### config.mk
export PLATFORM = sky130hd
export DESIGN_NAME = tdm_demux8_flat
export DESIGN_NICKNAME = d
export VERILOG_FILES = /design/src/rtl/tdm_demux8_if.sv /design/src/rtl/tdm_demux8.sv /design/src/flat_wrapper.sv
export SDC_FILE = /design/constraint.sdc
export NUM_CORES = 1
export LEC_CHECK = 0
export CORE_AREA = 2 2 54 56
export CTS_CLUSTER_SIZE = 25
export DETAILED_ROUTE_END_ITERATION = 8
export DIE_AREA = 0 0 56 58
export HOLD_SLACK_MARGIN = 0.02
export MAX_ROUTING_LAYER = met4
export PLACE_DENSITY = 0.66
export SLEW_MARGIN = 40
export SYNTH_ARGS = -nofsm -noshare
export SYNTH_HDL_FRONTEND = slang
export SYNTH_SLANG_ARGS = --single-unit
### constraint.sdc
create_clock -name clk -period 5.2 [get_ports clk]
set_clock_uncertainty 0.2 [all_clocks]
set_input_delay 0.52 -clock clk [delete_from_list [all_inputs] [get_ports clk]]
set_output_delay 0.52 -clock clk [all_outputs]
set_load 0.02 [all_outputs]
### src/rtl/tdm_demux8_if.sv
// Slot-stream and word-handshake signals for the 1:8 TDM demultiplexer.
// slave is the demux side; master is the stream source and word consumer.
interface tdm_demux8_if #(
  parameter int unsigned N_SLOTS = 8,
  parameter int unsigned SEL_W   = 3
);
  logic               en;
  logic               sync;
  logic               din;
  logic               ack;
  logic [SEL_W-1:0]   sel;
  logic [N_SLOTS-1:0] dout;
  logic               valid;
  logic               frame_err;
  logic               overrun;

  modport slave (
    input  en, sync, din, ack,
    output sel, dout, valid, frame_err, overrun
  );

  modport master (
    output en, sync, din, ack,
    input  sel, dout, valid, frame_err, overrun
  );
endinterface

### src/rtl/tdm_demux8.sv
// 1:8 time-division demultiplexer: rebuilds an 8-bit word from a serial slot stream
// and presents it on a valid/ack handshake, flagging misaligned syncs and overruns.
module tdm_demux8 #(
  parameter int unsigned N_SLOTS = 8,
  parameter int unsigned SEL_W   = 3
) (
  input  logic  clk,
  input  logic  rst,
  tdm_demux8_if.slave bus
);

  typedef enum logic {StIdle, StRun} state_e;

  state_e             state_q, state_d;
  logic [SEL_W-1:0]   sel_q, sel_d;
  logic [N_SLOTS-1:0] buf_q, buf_d;
  logic [N_SLOTS-1:0] dout_q, dout_d;
  logic               valid_q, valid_d;
  logic               err_q, err_d;
  logic               ovr_q, ovr_d;
  logic               complete;

  always_comb begin
    state_d  = state_q;
    sel_d    = sel_q;
    buf_d    = buf_q;
    dout_d   = dout_q;
    valid_d  = valid_q;
    err_d    = 1'b0;
    ovr_d    = 1'b0;
    complete = 1'b0;

    if (bus.en) begin
      unique case (state_q)
        StIdle: begin
          if (bus.sync) begin
            buf_d    = '0;
            buf_d[0] = bus.din;
            sel_d    = SEL_W'(1);
            state_d  = StRun;
          end
        end
        StRun: begin
          if (bus.sync && (sel_q != '0)) begin
            // Misaligned sync restarts the frame; the aborted partial never reaches dout.
            buf_d    = '0;
            buf_d[0] = bus.din;
            sel_d    = SEL_W'(1);
            err_d    = 1'b1;
          end else begin
            buf_d[sel_q] = bus.din;
            sel_d        = sel_q + 1'b1;
            complete     = (sel_q == SEL_W'(N_SLOTS - 1));
          end
        end
        default: state_d = StIdle;
      endcase
    end

    if (complete) begin
      dout_d  = {bus.din, buf_q[N_SLOTS-2:0]};
      valid_d = 1'b1;
      ovr_d   = valid_q && !bus.ack;
    end else if (bus.ack) begin
      valid_d = 1'b0;
    end
  end

  always_ff @(posedge clk or posedge rst) begin
    if (rst) begin
      state_q <= StIdle;
      sel_q   <= '0;
      buf_q   <= '0;
      dout_q  <= '0;
      valid_q <= 1'b0;
      err_q   <= 1'b0;
      ovr_q   <= 1'b0;
    end else begin
      state_q <= state_d;
      sel_q   <= sel_d;
      buf_q   <= buf_d;
      dout_q  <= dout_d;
      valid_q <= valid_d;
      err_q   <= err_d;
      ovr_q   <= ovr_d;
    end
  end

  assign bus.sel       = sel_q;
  assign bus.dout      = dout_q;
  assign bus.valid     = valid_q;
  assign bus.frame_err = err_q;
  assign bus.overrun   = ovr_q;

endmodule

### src/flat_wrapper.sv
// flat-port wrapper written by rule: the top's interface ports become plain ports
module tdm_demux8_flat 
#(
  parameter int unsigned N_SLOTS = 8,
  parameter int unsigned SEL_W   = 3
)
  (clk, rst, bus_en, bus_sync, bus_din, bus_ack, bus_sel, bus_dout, bus_valid, bus_frame_err, bus_overrun);
  tdm_demux8_if #(.N_SLOTS(N_SLOTS), .SEL_W(SEL_W)) bus_i ();
  input  logic clk;
  input  logic rst;
  input wire logic [$bits(bus_i.en)-1:0] bus_en;
  input wire logic [$bits(bus_i.sync)-1:0] bus_sync;
  input wire logic [$bits(bus_i.din)-1:0] bus_din;
  input wire logic [$bits(bus_i.ack)-1:0] bus_ack;
  output wire logic [$bits(bus_i.sel)-1:0] bus_sel;
  output wire logic [$bits(bus_i.dout)-1:0] bus_dout;
  output wire logic [$bits(bus_i.valid)-1:0] bus_valid;
  output wire logic [$bits(bus_i.frame_err)-1:0] bus_frame_err;
  output wire logic [$bits(bus_i.overrun)-1:0] bus_overrun;
  assign bus_i.en = bus_en;
  assign bus_i.sync = bus_sync;
  assign bus_i.din = bus_din;
  assign bus_i.ack = bus_ack;
  assign bus_sel = bus_i.sel;
  assign bus_dout = bus_i.dout;
  assign bus_valid = bus_i.valid;
  assign bus_frame_err = bus_i.frame_err;
  assign bus_overrun = bus_i.overrun;
  tdm_demux8 #(.N_SLOTS(N_SLOTS), .SEL_W(SEL_W)) u_core (.clk(clk), .rst(rst), .bus(bus_i));
endmodule
==> results.toml, run 1 <==
[clock_tree]
postCtsHoldBufs = 0
cts_max_path_buffers = 2
cts_tree = "built"
cts_resized = 0
post_cts_buffers = 0
clock_latency_ns = 0.30
ctsRootBufferMaster = "clkbuf_4"
h-tree-depth = 1
cts_buffers = 3
clock-sinks = 22
clk_pin_slew_worst_paths_ns = 0.12

[power_and_ir_drop]
p_leak_nw = 0.577
power.density_mw_per_mm2 = 463
irDropWorstVdd_mv = 0.238

[logic_synthesis]
synthCells = 82
synthesis.nets = 91
yosys.area_share.xor_xnor_pct = 0
syn_area_sq_mm = 0.00101
synth_edf_count = 0
ys_seq_area_share_pct = 54.5
synthMuxAreaShare_pct = 16.0
synth_compound_area_share_pct = 12.1
synthSimpleGateAreaFrac_pct = 10.9
synthAdderAreaFrac_pct = 3.72
yosysWarnings = 0
synthDistinctLibCells = 29
yosys_register_bits = 22
postSynthAreaPerCell_sq_um = 12.3
synthArstFlopShare_pct = 100
synth_top_family_by_area = "multiplexers"
yosys_most_used_dff = "dfrtp_1"

[timing]
post-route-min-period_ns = 2.23
fin_crit_sh_pct = 42.9
fin_setup_tns_ns = 0
rsz0062_at_grt = "false"
relSlewSlack_pct = 63.3
max_freq_mhz = 448
tightestPinTransition_ns = 0.547
hold_viol = 0
maxSlewViolCount = 0
finalSetupViolCount = 0

[placed_design]
gp_congestion = 0.855
portBuffers = 19
place_hpwl_mm = 1.27
postPlaceCellArea_sq_mm = 0.00123

[setup_path]
required_ns = 4.48
cpLargestDelayFamily = "buffers and inverters"
cp-end-kind = "output pin"
path_buf_inv = 1
worstSetupPathDepth = 1
cpPeakStageDelay_ns = 0.67
crit_chain = "clkdlybuf4s50_1"
cp_max_fo = 11
r2r-end = "u_core.bus.dout[1]$_DFFE_PP0P_"
arrival_ns = 1.51
start_kind = "register"
reg2reg_setup_slack_ns = 3.04
r2r_start = "u_core.bus.sel[1]$_DFFE_PP0P_"
criticalPathCategory = "register to output pin"
slowest_stage = "clkdlybuf4s50_1"
reg2regPathDepth = 5

[final_layout]
nets = 113
diodes = 0
fillers = 246
layout-area-overhead-vs-synth_pct = 27.0
finalInstanceArea_sq_mm = 0.00128
drive_gt1_share_pct = 21.4

[global_routing]
grt_max_degree = 23
grt.overflow.total = 0
grt_pass1_vias = 683
grt_pass1_wl_mm = 3.04
antenna_found_initial = 0
grt_usage_pct = 12.3

[die]
die_x_um = 56
coreArea_sq_mm = 0.00266
initial_utilization_pct = 37.9
die_y_um = 58
die-area_sq_mm = 0.00325
row_count = 19
ios = 20

[worst_hold_path]
timing.hold.worst_path_depth = 1
min_from = "u_core.buf_q[3]$_DFFE_PP0P_"
holdPathEnd = "u_core.bus.dout[3]$_DFFE_PP0P_"
hp-class = "register to register"

[status]
status = "finished, final reports clean"

[routing]
drt_iter0_drc = 19
ant_nets = 0
wire_per_inst_um = 13.5
viasPerCell = 5.18
totalWireLength_mm = 1.81
first_pass_iters = 4
drc_errors = 0
vias = 694

[flow_run]
max_cap_viol_count = 0
cell usage after synthesis, types with 2 or more instances:
| cell | number | area share [%] |
|---|---|---|
| mux2i_1 | 6 | 5.9 |
| dfrtp_1 | 22 | 55 |
| inv_1 | 5 | 1.9 |
| nor2_1 | 3 | 1.1 |
| mux2_2 | 9 | 10 |
| a21o_2 | 2 | 1.7 |
| nand2_1 | 6 | 2.2 |
| nor3_1 | 2 | 0.99 |
| ha_1 | 3 | 3.7 |
| o21ai_0 | 5 | 2.5 |
stage by stage:
stage               hold WS [ns]  cells  utilization, %  power [mW]  setup WS [ns]
detailed placement         0.294    130            46.2       0.468           2.75
finish                     0.316    134            48.2       0.593           2.97
global placement           0.287    130            46.2       0.464           2.78
global route               0.327    134            48.2       0.629           2.92
floorplan                  0.273     82               -       0.383           3.19
CTS                        0.320    134            48.2       0.600           2.95
per-layer routing:
metal | vias up | wire length, um | GRT usage, %
li1 | 335 | - | -
met1 | 342 | 870 | 16.9
met2 | 15 | 867 | 17.8
met3 | 2 | 54 | 2.01
met4 | 0 | 14 | 6.12
met5 | - | 0 | -
power breakdown:
part / total, mW / internal (mW) / switching, mW / leakage (nW)
logic: 0.213 / 0.109 / 0.103 / 0.259
registers: 0.252 / 0.213 / 0.0396 / 0.290
clock network: 0.129 / 0.0778 / 0.0507 / 0.0279
total: 0.593 / 0.400 / 0.194 / 0.577
how the worst max path moves through the flow:
stage | startpoint | to | slack, ns
floorplan | u_core.bus.sel[1]$_DFFE_PP0P_ | u_core.bus.dout[7]$_DFFE_PP0P_ | 3.19
global placement | bus_sync | u_core.buf_q[0]$_DFFE_PP0P_ | 2.78
detailed placement | bus_sync | u_core.buf_q[0]$_DFFE_PP0P_ | 2.75
CTS | u_core.bus.sel[2]$_DFFE_PP0P_ | bus_sel[2] | 2.95
global route | u_core.bus.sel[2]$_DFFE_PP0P_ | bus_sel[2] | 2.92
finish | u_core.bus.sel[2]$_DFFE_PP0P_ | bus_sel[2] | 2.97
kinds of logic (layout without fill, tap and decap cells):
kind of cell / count (synthesis) / count (layout)
simple gates: 19 / 19
mux: 15 / 15
fa+ha+maj: 3 / 3
buf+inv: 7 / 28
compound gates: 16 / 16
flops: 22 / 22
sequential cells by signal, summed over array words and instances, names as in the netlist:
register and cells:
u_core.bus.sel 3, u_core.bus.frame_err 1, u_core.state_q 1, u_core.bus.dout 8
u_core.bus.overrun 1, u_core.buf_q 7, u_core.bus.valid 1
placed cells by master, fill, tap and decap left out, types with 2 or more instances in the layout:
master,synthesis,layout
a21o_2,2,2
clkbuf_4,0,3
clkdlybuf4s50_1,0,19
dfrtp_1,22,22
ha_1,3,3
inv_1,5,4
mux2_2,9,9
mux2i_1,6,6
nand2_1,6,6
nor2_1,3,3
nor3_1,2,2
o21ai_0,5,5
area by class of cell:
type | count | area [sq um] | area share (%)
Clock buffer | 3 | 22.5 | 1.76
Clock inverter | 1 | 30.0 | 2.34
Multi-Input combinational cell | 53 | 432 | 33.7
Inverter | 5 | 18.8 | 1.46
Tap cell | 31 | 38.8 | 3.02
Timing Repair Buffer | 19 | 190 | 14.8
Sequential cell | 22 | 551 | 42.9
No activity file was read; power rests on OpenSTA's default activity.
==> run 2, diff against run 1 <==
Clock period 5.2 ns to 2.2 ns, I/O delays scaled along.
==> run 2 against run 1 <==
Against the previous run: clock power up 140%; core utilization up 1.1 points; hold slack worse by 0.29 ns; global-route usage up 1.7 points; critical path depth up 5; non-clock buffer count up 4; final area up 2.3%; setup slack worse by 2.8 ns; critical endpoint is now u_core.bus.dout[5]$_DFFE_PP0P_; largest cell class unchanged.
==> results.toml, run 2 (synthesis gave the netlist of run 1 again) <==
[final_layout]
drive_gt1_share_pct = 23.4
layout_common_cells = "dfrtp_1 (22), clkdlybuf4s50_1 (19), mux2_2 (9)"
layout-area-overhead-vs-synth_pct = 30.0
final_common_cell = "dfrtp_1"
fillers = 263
stdcell_count = 138
diodes = 0
largest_register_ffs = 8
nets = 117

[die]
initial_utilization_pct = 37.9
die_y_um = 58
die_x_um = 56
coreArea_sq_mm = 0.00266
ios = 20
row_count = 19
die-area_sq_mm = 0.00325

[clock_tree]
cts_max_path_buffers = 2
h-tree-depth = 1
clock-sinks = 22
cts_tree = "built"
cts_resized = 0
post_cts_buffers = 0
clock_latency_ns = 0.31
clk_pin_slew_worst_paths_ns = 0.13
ctsRootBufferMaster = "clkbuf_4"
cts_buffers = 3
postCtsHoldBufs = 0

[setup_path]
reg2regPathDepth = 6
start_kind = "register"
r2r_start = "u_core.bus.sel[1]$_DFFE_PP0P_"
required_ns = 2.21
worstSetupPathDepth = 6
reg2reg_setup_slack_ns = 0.18
criticalPathCategory = "register to register"
cpPeakStageDelay_ns = 0.49
slowest_stage = "dfrtp_1"
arrival_ns = 2.03
cp-endpoint = "u_core.bus.dout[5]$_DFFE_PP0P_"
crit_chain = "inv_1 > ha_1 > nand2b_4 > a211oi_4 > buf_4 > mux2_2"
path_buf_inv = 2
cp_max_fo = 10
cp-end-kind = "register"
cpLargestDelayFamily = "flip-flops"
startpoint = "u_core.bus.sel[1]$_DFFE_PP0P_"
r2r-end = "u_core.bus.dout[5]$_DFFE_PP0P_"

[global_routing]
antenna_found_initial = 0
grt_pass1_vias = 708
grt_usage_pct = 14.0
grt.overflow.total = 0
grt_pass1_wl_mm = 3.34
grt_max_degree = 23

[timing]
hold_viol = 0
fin_crit_sh_pct = 91.8
max_freq_mhz = 495
maxSlewViolCount = 0
rsz0062_at_grt = "false"
fin_setup_tns_ns = 0
finalSetupViolCount = 0
post-route-min-period_ns = 2.02
tightestPinTransition_ns = 0.427
relSlewSlack_pct = 71.4

[placed_design]
placedCellCount = 134
portBuffers = 19
place_hpwl_mm = 1.37
gp_congestion = 0.869

[status]
status = "finished, final reports clean"

[routing]
vias = 712
viasPerCell = 5.16
drt_iter0_drc = 10
ant_nets = 0
drc_errors = 0
first_pass_iters = 4
wire_per_inst_um = 14.0
totalWireLength_mm = 1.93

[power_and_ir_drop]
irDropWorstVdd_mv = 0.741
p_leak_nw = 0.597
finalPower_mw = 1.42
power.density_mw_per_mm2 = 1080

[worst_hold_path]
hp-class = "primary input to async pin"

[flow_run]
max_cap_viol_count = 0
[run 2: changes by cell type in the layout (fill, tap and decap cells not counted)]
cell,change
buf_4,+4
inv_1,+1
inv_2,-1
[run 2: cell type report]
type	count	area (sq um)	area share [%]
flip-flops and latches	22	551	41.9
multi-input cells	53	432	32.9
repair buffers	23	220	16.8
well taps	31	38.8	2.96
clock inverters	1	30.0	2.29
clock buffers	3	22.5	1.72
inverters	5	18.8	1.43
[run 2: worst min-delay path by stage]
stage	end	depth (start not counted)	startpoint
floorplan	u_core.buf_q[0]$_DFFE_PP0P_	1	rst
global placement	u_core.bus.valid$_DFFE_PP0P_	1	u_core.bus.valid$_DFFE_PP0P_
detailed placement	u_core.bus.dout[3]$_DFFE_PP0P_	1	u_core.buf_q[3]$_DFFE_PP0P_
CTS	u_core.bus.dout[5]$_DFFE_PP0P_	3	rst
global route	u_core.buf_q[4]$_DFFE_PP0P_	3	rst
finish	u_core.buf_q[3]$_DFFE_PP0P_	3	rst
[run 2: report_power, final]
part	internal, mW	switching (mW)
clock network	0.184	0.127
logic	0.263	0.245
registers	0.502	0.0941
total	0.949	0.466
[run 2: tightest hold or removal path: cells and delay by family]
| kind | cells | cell delay [ns] |
|---|---|---|
| buf+inv | 3 | 0.72 |
[run 2: routing by layer]
metal | vias to the layer above | GRT usage, % | share of wire [%]
met4 | 0 | 8.84 | 2.9
met1 | 346 | 17.1 | 49
li1 | 343 | - | -
met3 | 7 | 2.90 | 3.2
met2 | 16 | 21.3 | 45
met5 | - | - | 0
[run 2: through the flow]
stage	setup WS, ns	area [sq um]	hold slack [ns]	util [%]
4_1_cts	0.168	1310	0.0222	49.3
3_5_place_dp	0.149	1260	0.293	47.3
6_report	0.180	1310	0.0249	49.3
5_1_grt	0.0841	1310	0.0397	49.3
3_3_place_gp	0.221	1260	0.282	47.3
2_1_floorplan	0.193	1010	0.00923	-
